<file path="src/rtl/serial_frame_receiver.sv">
// rtl/serial_frame_receiver.sv - start-bit framed serial receiver with one-entry valid/ready output buffer
// Optional feature macro: SERIAL_FRAME_RECEIVER_PARITY_EN (adds an even-parity bit after the payload)
// Ports:
//   clk          single clock, all logic on posedge
//   rst_n        asynchronous active-low reset
//   si           serial in, idle low, start bit = 1
//   out_data     buffered payload
//   out_valid    out_data holds an unconsumed frame
//   out_ready    consumer accepts out_data when out_valid && out_ready
//   overrun      sticky: a completed frame was dropped because the buffer was full
//   overrun_clr  clears overrun (a same-cycle drop wins)
//   busy         receiver is not idle
//   parity_err   buffered frame had odd parity (0 when parity is disabled)
module serial_frame_receiver #(
  parameter int DATA_BITS  = 40,
  parameter bit MSB_FIRST  = 1'b1,
  parameter int GAP_CYCLES = 1
) (
  input  logic                 clk,
  input  logic                 rst_n,
  input  logic                 si,
  output logic [DATA_BITS-1:0] out_data,
  output logic                 out_valid,
  input  logic                 out_ready,
  output logic                 overrun,
  input  logic                 overrun_clr,
  output logic                 busy,
  output logic                 parity_err
);

`ifdef SERIAL_FRAME_RECEIVER_PARITY_EN
  localparam int PAR_BITS = 1;
`else
  localparam int PAR_BITS = 0;
`endif

  localparam int CW = $clog2(DATA_BITS + 2);
  localparam logic [CW-1:0] DATA_CNT = CW'(DATA_BITS);
  localparam logic [CW-1:0] LAST_CNT = CW'(DATA_BITS + PAR_BITS - 1);
  localparam logic [3:0]    GAP_LAST = (GAP_CYCLES == 0) ? 4'd0 : 4'(GAP_CYCLES - 1);

  typedef enum logic [1:0] {IDLE, SHIFT, GAP} state_t;

  state_t               state, state_nxt;
  logic [CW-1:0]        cnt, cnt_nxt;
  logic [3:0]           gap_cnt, gap_cnt_nxt;
  logic [DATA_BITS-1:0] shreg, shreg_nxt;
  logic                 frame_done;

  always_ff @(posedge clk or negedge rst_n) begin
    if (!rst_n) begin
      state   <= IDLE;
      cnt     <= '0;
      gap_cnt <= '0;
      shreg   <= '0;
    end else begin
      state   <= state_nxt;
      cnt     <= cnt_nxt;
      gap_cnt <= gap_cnt_nxt;
      shreg   <= shreg_nxt;
    end
  end

  // shreg_nxt is the complete payload on the completing edge, so it is loaded
  // straight into out_data without an extra cycle. With parity the last sample
  // is the parity bit, which is not shifted in (cnt has reached DATA_CNT).
  always_comb begin
    state_nxt   = state;
    cnt_nxt     = cnt;
    gap_cnt_nxt = gap_cnt;
    shreg_nxt   = shreg;
    frame_done  = 1'b0;
    case (state)
      IDLE: begin
        if (si) begin
          state_nxt = SHIFT;
          cnt_nxt   = '0;
        end
      end
      SHIFT: begin
        if (cnt < DATA_CNT) begin
          if (MSB_FIRST) shreg_nxt = {shreg[DATA_BITS-2:0], si};
          else           shreg_nxt = {si, shreg[DATA_BITS-1:1]};
        end
        if (cnt == LAST_CNT) begin
          frame_done  = 1'b1;
          cnt_nxt     = '0;
          gap_cnt_nxt = '0;
          state_nxt   = (GAP_CYCLES == 0) ? IDLE : GAP;
        end else begin
          cnt_nxt = cnt + CW'(1);
        end
      end
      GAP: begin
        if (gap_cnt == GAP_LAST) state_nxt = IDLE;
        else                     gap_cnt_nxt = gap_cnt + 4'd1;
      end
      default: state_nxt = IDLE;
    endcase
  end

  assign busy = (state != IDLE);

  // A completing frame may replace a buffered frame only if that frame is
  // being consumed on the same edge; otherwise the new frame is dropped.
  always_ff @(posedge clk or negedge rst_n) begin
    if (!rst_n) begin
      out_data  <= '0;
      out_valid <= 1'b0;
      overrun   <= 1'b0;
    end else begin
      if (frame_done && (!out_valid || out_ready)) begin
        out_data  <= shreg_nxt;
        out_valid <= 1'b1;
      end else if (out_valid && out_ready) begin
        out_valid <= 1'b0;
      end
      if (frame_done && out_valid && !out_ready) overrun <= 1'b1;
      else if (overrun_clr)                      overrun <= 1'b0;
    end
  end

`ifdef SERIAL_FRAME_RECEIVER_PARITY_EN
  // Even parity over payload + parity bit: an odd count of ones is an error.
  always_ff @(posedge clk or negedge rst_n) begin
    if (!rst_n) begin
      parity_err <= 1'b0;
    end else if (frame_done && (!out_valid || out_ready)) begin
      parity_err <= (^shreg) ^ si;
    end
  end
`else
  assign parity_err = 1'b0;
`endif

endmodule

</file>
<file path="config.mk">
export PLATFORM = sky130hd
export DESIGN_NAME = serial_frame_receiver
export DESIGN_NICKNAME = d
export VERILOG_FILES = /design/src/rtl/serial_frame_receiver.sv
export SDC_FILE = /design/constraint.sdc
export NUM_CORES = 1
export LEC_CHECK = 0
export ABC_AREA = 1
export ABC_CLOCK_PERIOD_IN_PS = 2600
export BUFFER_PORTS_ARGS = -buffer_cell sky130_fd_sc_hd__buf_2
export CELL_PAD_IN_SITES_DETAIL_PLACEMENT = 1
export CELL_PAD_IN_SITES_GLOBAL_PLACEMENT = 2
export CORE_AREA = 2 2 106 108
export DETAILED_ROUTE_END_ITERATION = 12
export DIE_AREA = 0 0 108 110
export PLACE_DENSITY_LB_ADDON = 0.3
export SLEW_MARGIN = 20
export SYNTH_ARGS = -nofsm -noshare
export SYNTH_HDL_FRONTEND = slang
export SYNTH_SLANG_ARGS = --single-unit
</file>
<file path="constraint.sdc">
create_clock -name clk -period 2.6 [get_ports clk]
set_input_delay 0 -clock clk [delete_from_list [all_inputs] [get_ports clk]]
set_output_delay 0 -clock clk [all_outputs]
set_load 0.01 [all_outputs]
</file>
=== Word-level counts from Yosys, hierarchy flattened ===
Index checks and enable logic that the tools add are counted.

* Add/subtract/negate cells: 2
* Magnitude comparators: 1
* Equal/unequal tests: 7
* Mux-type cells: 18
* Reductions and logical operators: 17

{| class="wikitable"
|+ Operators by type and width
! operator !! count
|-
| $mux W40 || 2
|-
| $mux W6 || 2
|-
| $pmux W6 S2 || 1
|-
| $reduce_bool A2 Y1 || 5
|-
| $mux W4 || 2
|-
| $ne A2 B2 Y1 const B || 4
|-
| $pmux W4 S2 || 1
|-
| $add A6 B1 Y6 const B || 1
|-
| $eq A6 B6 Y1 const B || 1
|-
| $lt A6 B6 Y1 const B || 1
|-
| $mux W1 || 6
|-
| $mux W2 || 3
|-
| $pmux W2 S3 || 1
|-
| $reduce_and A3 Y1 || 2
|-
| $add A4 B1 Y4 const B || 1
|-
| $logic_and A1 B1 Y1 || 4
|-
| $logic_not A4 Y1 || 1
|-
| $eq A2 B1 Y1 const B || 1
|-
| $eq A2 B2 Y1 const B || 1
|-
| $logic_not A1 Y1 || 2
|-
| $logic_not A2 Y1 || 1
|-
| $reduce_and A2 Y1 || 1
|-
| $logic_or A1 B1 Y1 || 1
|}

* Bits in registers: 94
* Input bits: 5
* Output and inout bits: 44
* Word-level logic and storage cells: 52

=== Depth between registers and ports, before layout ===
* Word-level depth: 6
* Gate-level depth with buffers: 10
* Mapped depth without buffers: 8

=== Least setup slack after synthesis ===
OpenSTA, ideal clock, no wires.

* Path kind: reg2reg
* From: reg cnt[0]
* To: reg out_data[0]
* Library setup time: 0.065 ns
* Data arrival time: 1.260 ns
* Required time: 2.535 ns
* Slack: 1.275 ns
* Cell stages (with the launch flop): 9
* Buffers on the path: 1
* Clock period less this slack: 1.325 ns
* Cells stage by stage: dfrtp_1 ha_1 nand3_1 nor2_2 nand2_2 nor2_4 buf_6 nand2_1 nand2_1

* Cells in the longest elaborated chain, start to end: 4
* Elaborated cells between the ends (all ways): 7
* Those cells by class: order compare (1); eq/ne (1); mux (4); reduce/logical (1)

{| class="wikitable"
|+ RTL lines
! element !! RTL line !! source
|-
| start, declared || 45 || <nowiki>logic [CW-1:0] cnt, cnt_nxt;</nowiki>
|-
| start signal, assigned || 58 || <nowiki>cnt <= cnt_nxt;</nowiki>
|-
| branches (longest 4 deep; another with $lt A6 B6 Y1) || -- ||
|-
| end signal, assigned || 113 || <nowiki>out_data <= shreg_nxt;</nowiki>
|-
| end, declared || 22 || <nowiki>output logic [DATA_BITS-1:0] out_data,</nowiki>
|}

Several ways; the timed one is not identified.
A chain may end at the register's enable or synchronous reset.

=== Worst setup path after layout ===
* From: reg cnt[0]
* To: reg out_data[6]

The elaborated chain is that of the path after synthesis.

==> flow_metrics.py <==
metrics = {
    "setup_path": {
        "worst_path_largest_cell_delay_ns": 0.45,
        "reg2reg_slack_ns": 0.72,
        "critPathKind": "flip-flop to flip-flop",
        "path_cells": "ha_1 > nand3_1 > nor2_2 > nand2_2 > nor2_4 > buf_12 > nand2_1 > nand2_1",
        "required_ns": 2.90,
        "cpMostUsedCell": "nand2_1",
        "cp_slowest_cell": "nor2_4",
        "arrival_ns": 2.18,
        "endpoint_kind": "flip-flop",
        "cp_max_fo": 21,
        "worstSetupStartpointType": "flip-flop",
    },
    "timing": {
        "drv_slew": 0,
        "fmax_ghz": 0.533,
        "holdWs_ns": 0.157,
        "tightest_slew_ns": 0.518,
        "skew_ns": 0.00770,
        "period_minus_slack_ns": 1.88,
        "relSlewSlack_pct": 65.5,
        "fin_crit_sh_pct": 72.2,
        "rsz0062_at_grt": "false",
        "finalWorstSetupSlack_ns": 0.723,
        "setup_tns_ns": 0,
        "hold_viol_final": 0,
        "final-setup-viol-count": 0,
    },
    "yosys": {
        "syn_nets": 451,
        "synth_cell_types": 19,
        "synth_area_um2": 3860,
        "synth_seq_cells": 94,
        "syn_inst": 443,
        "synth.yosys.seq_area_share_pct": 61.0,
        "postSynthAreaPerCell_um2": 8.70,
        "yosysWarnings": 0,
    },
    "cts": {
        "cts_root_buf": "clkbuf_8",
        "htree_levels": 3,
        "cts_tree": "built",
        "clkSinkCount": 94,
        "ctsResizeCount": 0,
        "numCtsBuffers": 9,
        "clk_path_buf_depth": 2,
        "clkLatencyLatePin_ns": 0.36,
        "path_clk_slew_ns": 0.09,
    },
    "floorplanning": {
        "die_area_um2": 11900,
        "ios": 49,
        "die_h_um": 110,
        "die_w_um": 108,
        "fp-row-count": 38,
        "initial_utilization_pct": 36.0,
        "core_um2": 10700,
    },
    "power_and_ir_drop": {
        "comb_power_share_pct": 5.6,
        "clock_power_share_pct": 38.3,
        "p_int_mw": 2.15,
        "p_seq_share_pct": 56.1,
        "p_per_area_nw_per_um2": 623,
        "ir_drop_v": 0.000213,
        "switching_share_pct": 22.5,
        "p_leak_nw": 2.35,
        "p_switching_mw": 0.625,
    },
    "placement": {
        "gp_congestion": 0.792,
        "dp_cells": 615,
        "pre_cts_ws_ns": 0.708,
        "numPortBuffers": 47,
        "hpwl_um": 5780,
    },
    "routing": {
        "vias": 2949,
        "drt_iter0_markers": 109,
        "final_antenna_net_count": 0,
        "wl_per_cell_um": 13.8,
        "avgViaCountPerCell": 4.64,
        "drc": 0,
        "drt-total-wl_um": 8770,
        "firstDrtPassIters": 4,
    },
    "job": {
        "drv_cap": 0,
    },
    "cells_and_area": {
        "area.sequential_um2": 2350,
        "fin_nets": 498,
        "mostFrequentLayoutCells": "nand2_1, dfrtp_1, nand3_1, buf_2, inv_1",
        "drive_gt1_share_pct": 14.7,
        "antenna_cells": 0,
        "layout_commonest_cell": "nand2_1",
        "syn_to_final_growth_pct": 15.5,
        "final_cells": 635,
        "nFillCells": 1293,
        "multi_input_area_um2": 1290,
    },
    "status": {
        "status": "finished, final reports clean",
    },
    "global_route": {
        "grt_pass1_wl_um": 15100,
        "grt_use_total_pct": 16.3,
        "grt_pass1_vias": 3172,
        "overflow": 0,
        "grt_max_degree": 41,
        "antenna_found_initial": 0,
    },
    "hold_path": {
        "hold_path.class": "primary input to asynchronous set/reset pin",
    },
}
==> final timing paths <==
| kind | to | cells past startpoint | startpoint |
|---|---|---|---|
| worst max-delay path | out_data[6] | 8 | cnt[0] |
| worst min-delay path | out_data[31] | 2 | rst_n |
| worst max register to register | out_data[6] | 8 | cnt[0] |
| worst min register to register | out_data[8] | 2 | out_data[8] |
| max in group asynchronous | cnt[0] | 3 | rst_n |
| min in group clk | overrun | 3 | overrun_clr |
==> layer usage <==
| layer | GRT usage, % | routed length, um |
|---|---|---|
| met5 | 0 | 0 |
| met1 | 20.7 | 4270 |
| met3 | 2.88 | 209 |
| met2 | 27.8 | 4160 |
| met4 | 6.78 | 129 |
==> what timing repair did <==
| item | 4_1_cts | 5_1_grt |
|---|---|---|
| setup buffers | 0 | 0 |
| hold endpoints to repair | 43 | 0 |
| endpoints found under the setup margin | 0 | 0 |
| hold buffers | 4 | 0 |
==> cells by family after synthesis <==
logic type	share of synthesized area [%]
adders and majority gates	0.973
buffers and inverters	5.71
AOI/OAI and AO/OA	1.65
and+or+nand+nor	30.3
other	0.0972
DFF	61.0
xor gates and xnor gates	0.227
==> layout make-up <==
cell class	count	share of cell area (%)
Sequential cell	94	52.8
Multi-Input combinational cell	309	28.9
Timing Repair Buffer	58	7.98
Tap cell	140	3.93
Clock buffer	13	3.34
Clock inverter	3	1.52
Inverter	18	1.52
==> worst max-delay path: cells and delay by family (launching register included) <==
family        cells  cell delay [ns]
fa+ha+maj         1             0.21
simple gates      6             0.97
flops             1             0.40
buf+inv           1             0.23
==> through the flow <==
step | area, um^2 | power (mW) | utilization [%]
2_1_floorplan | 3860 | 1.65 | -
3_3_place_gp | 4200 | 1.74 | 39.2
3_5_place_dp | 4200 | 1.74 | 39.2
4_1_cts | 4450 | 2.83 | 41.6
5_1_grt | 4450 | 2.92 | 41.6
6_report | 4450 | 2.78 | 41.6
==> power groups by stage <==
stage,Combinational (mW),Sequential [mW],Clock [mW]
after floorplan,0.0575,1.60,0
after global placement,0.152,1.58,0
after detailed placement,0.156,1.59,0
after CTS,0.162,1.56,1.11
after global routing,0.182,1.57,1.17
final,0.155,1.56,1.06
==> state kept, by name (all words and copies together), names as in the netlist <==
| signal | flops |
|---|---|
| out_data | 40 |
| shreg | 40 |
| cnt | 6 |
| gap_cnt | 4 |
| state | 2 |
| out_valid | 1 |
| overrun | 1 |
==> synth_stat cells, drive strengths merged <==
cell type	n	area share, %
xor2	1	0.23
dfrtp	94	61
nand2	231	23
nor2	12	1.4
nand3	49	6.4
inv	18	1.8
conb	1	0.097
o211ai	1	0.19
ha	3	0.97
buf	22	4.0
o22ai	1	0.16
o21ai	10	1.3
Note: power is estimated with default switching activity, not from simulation.
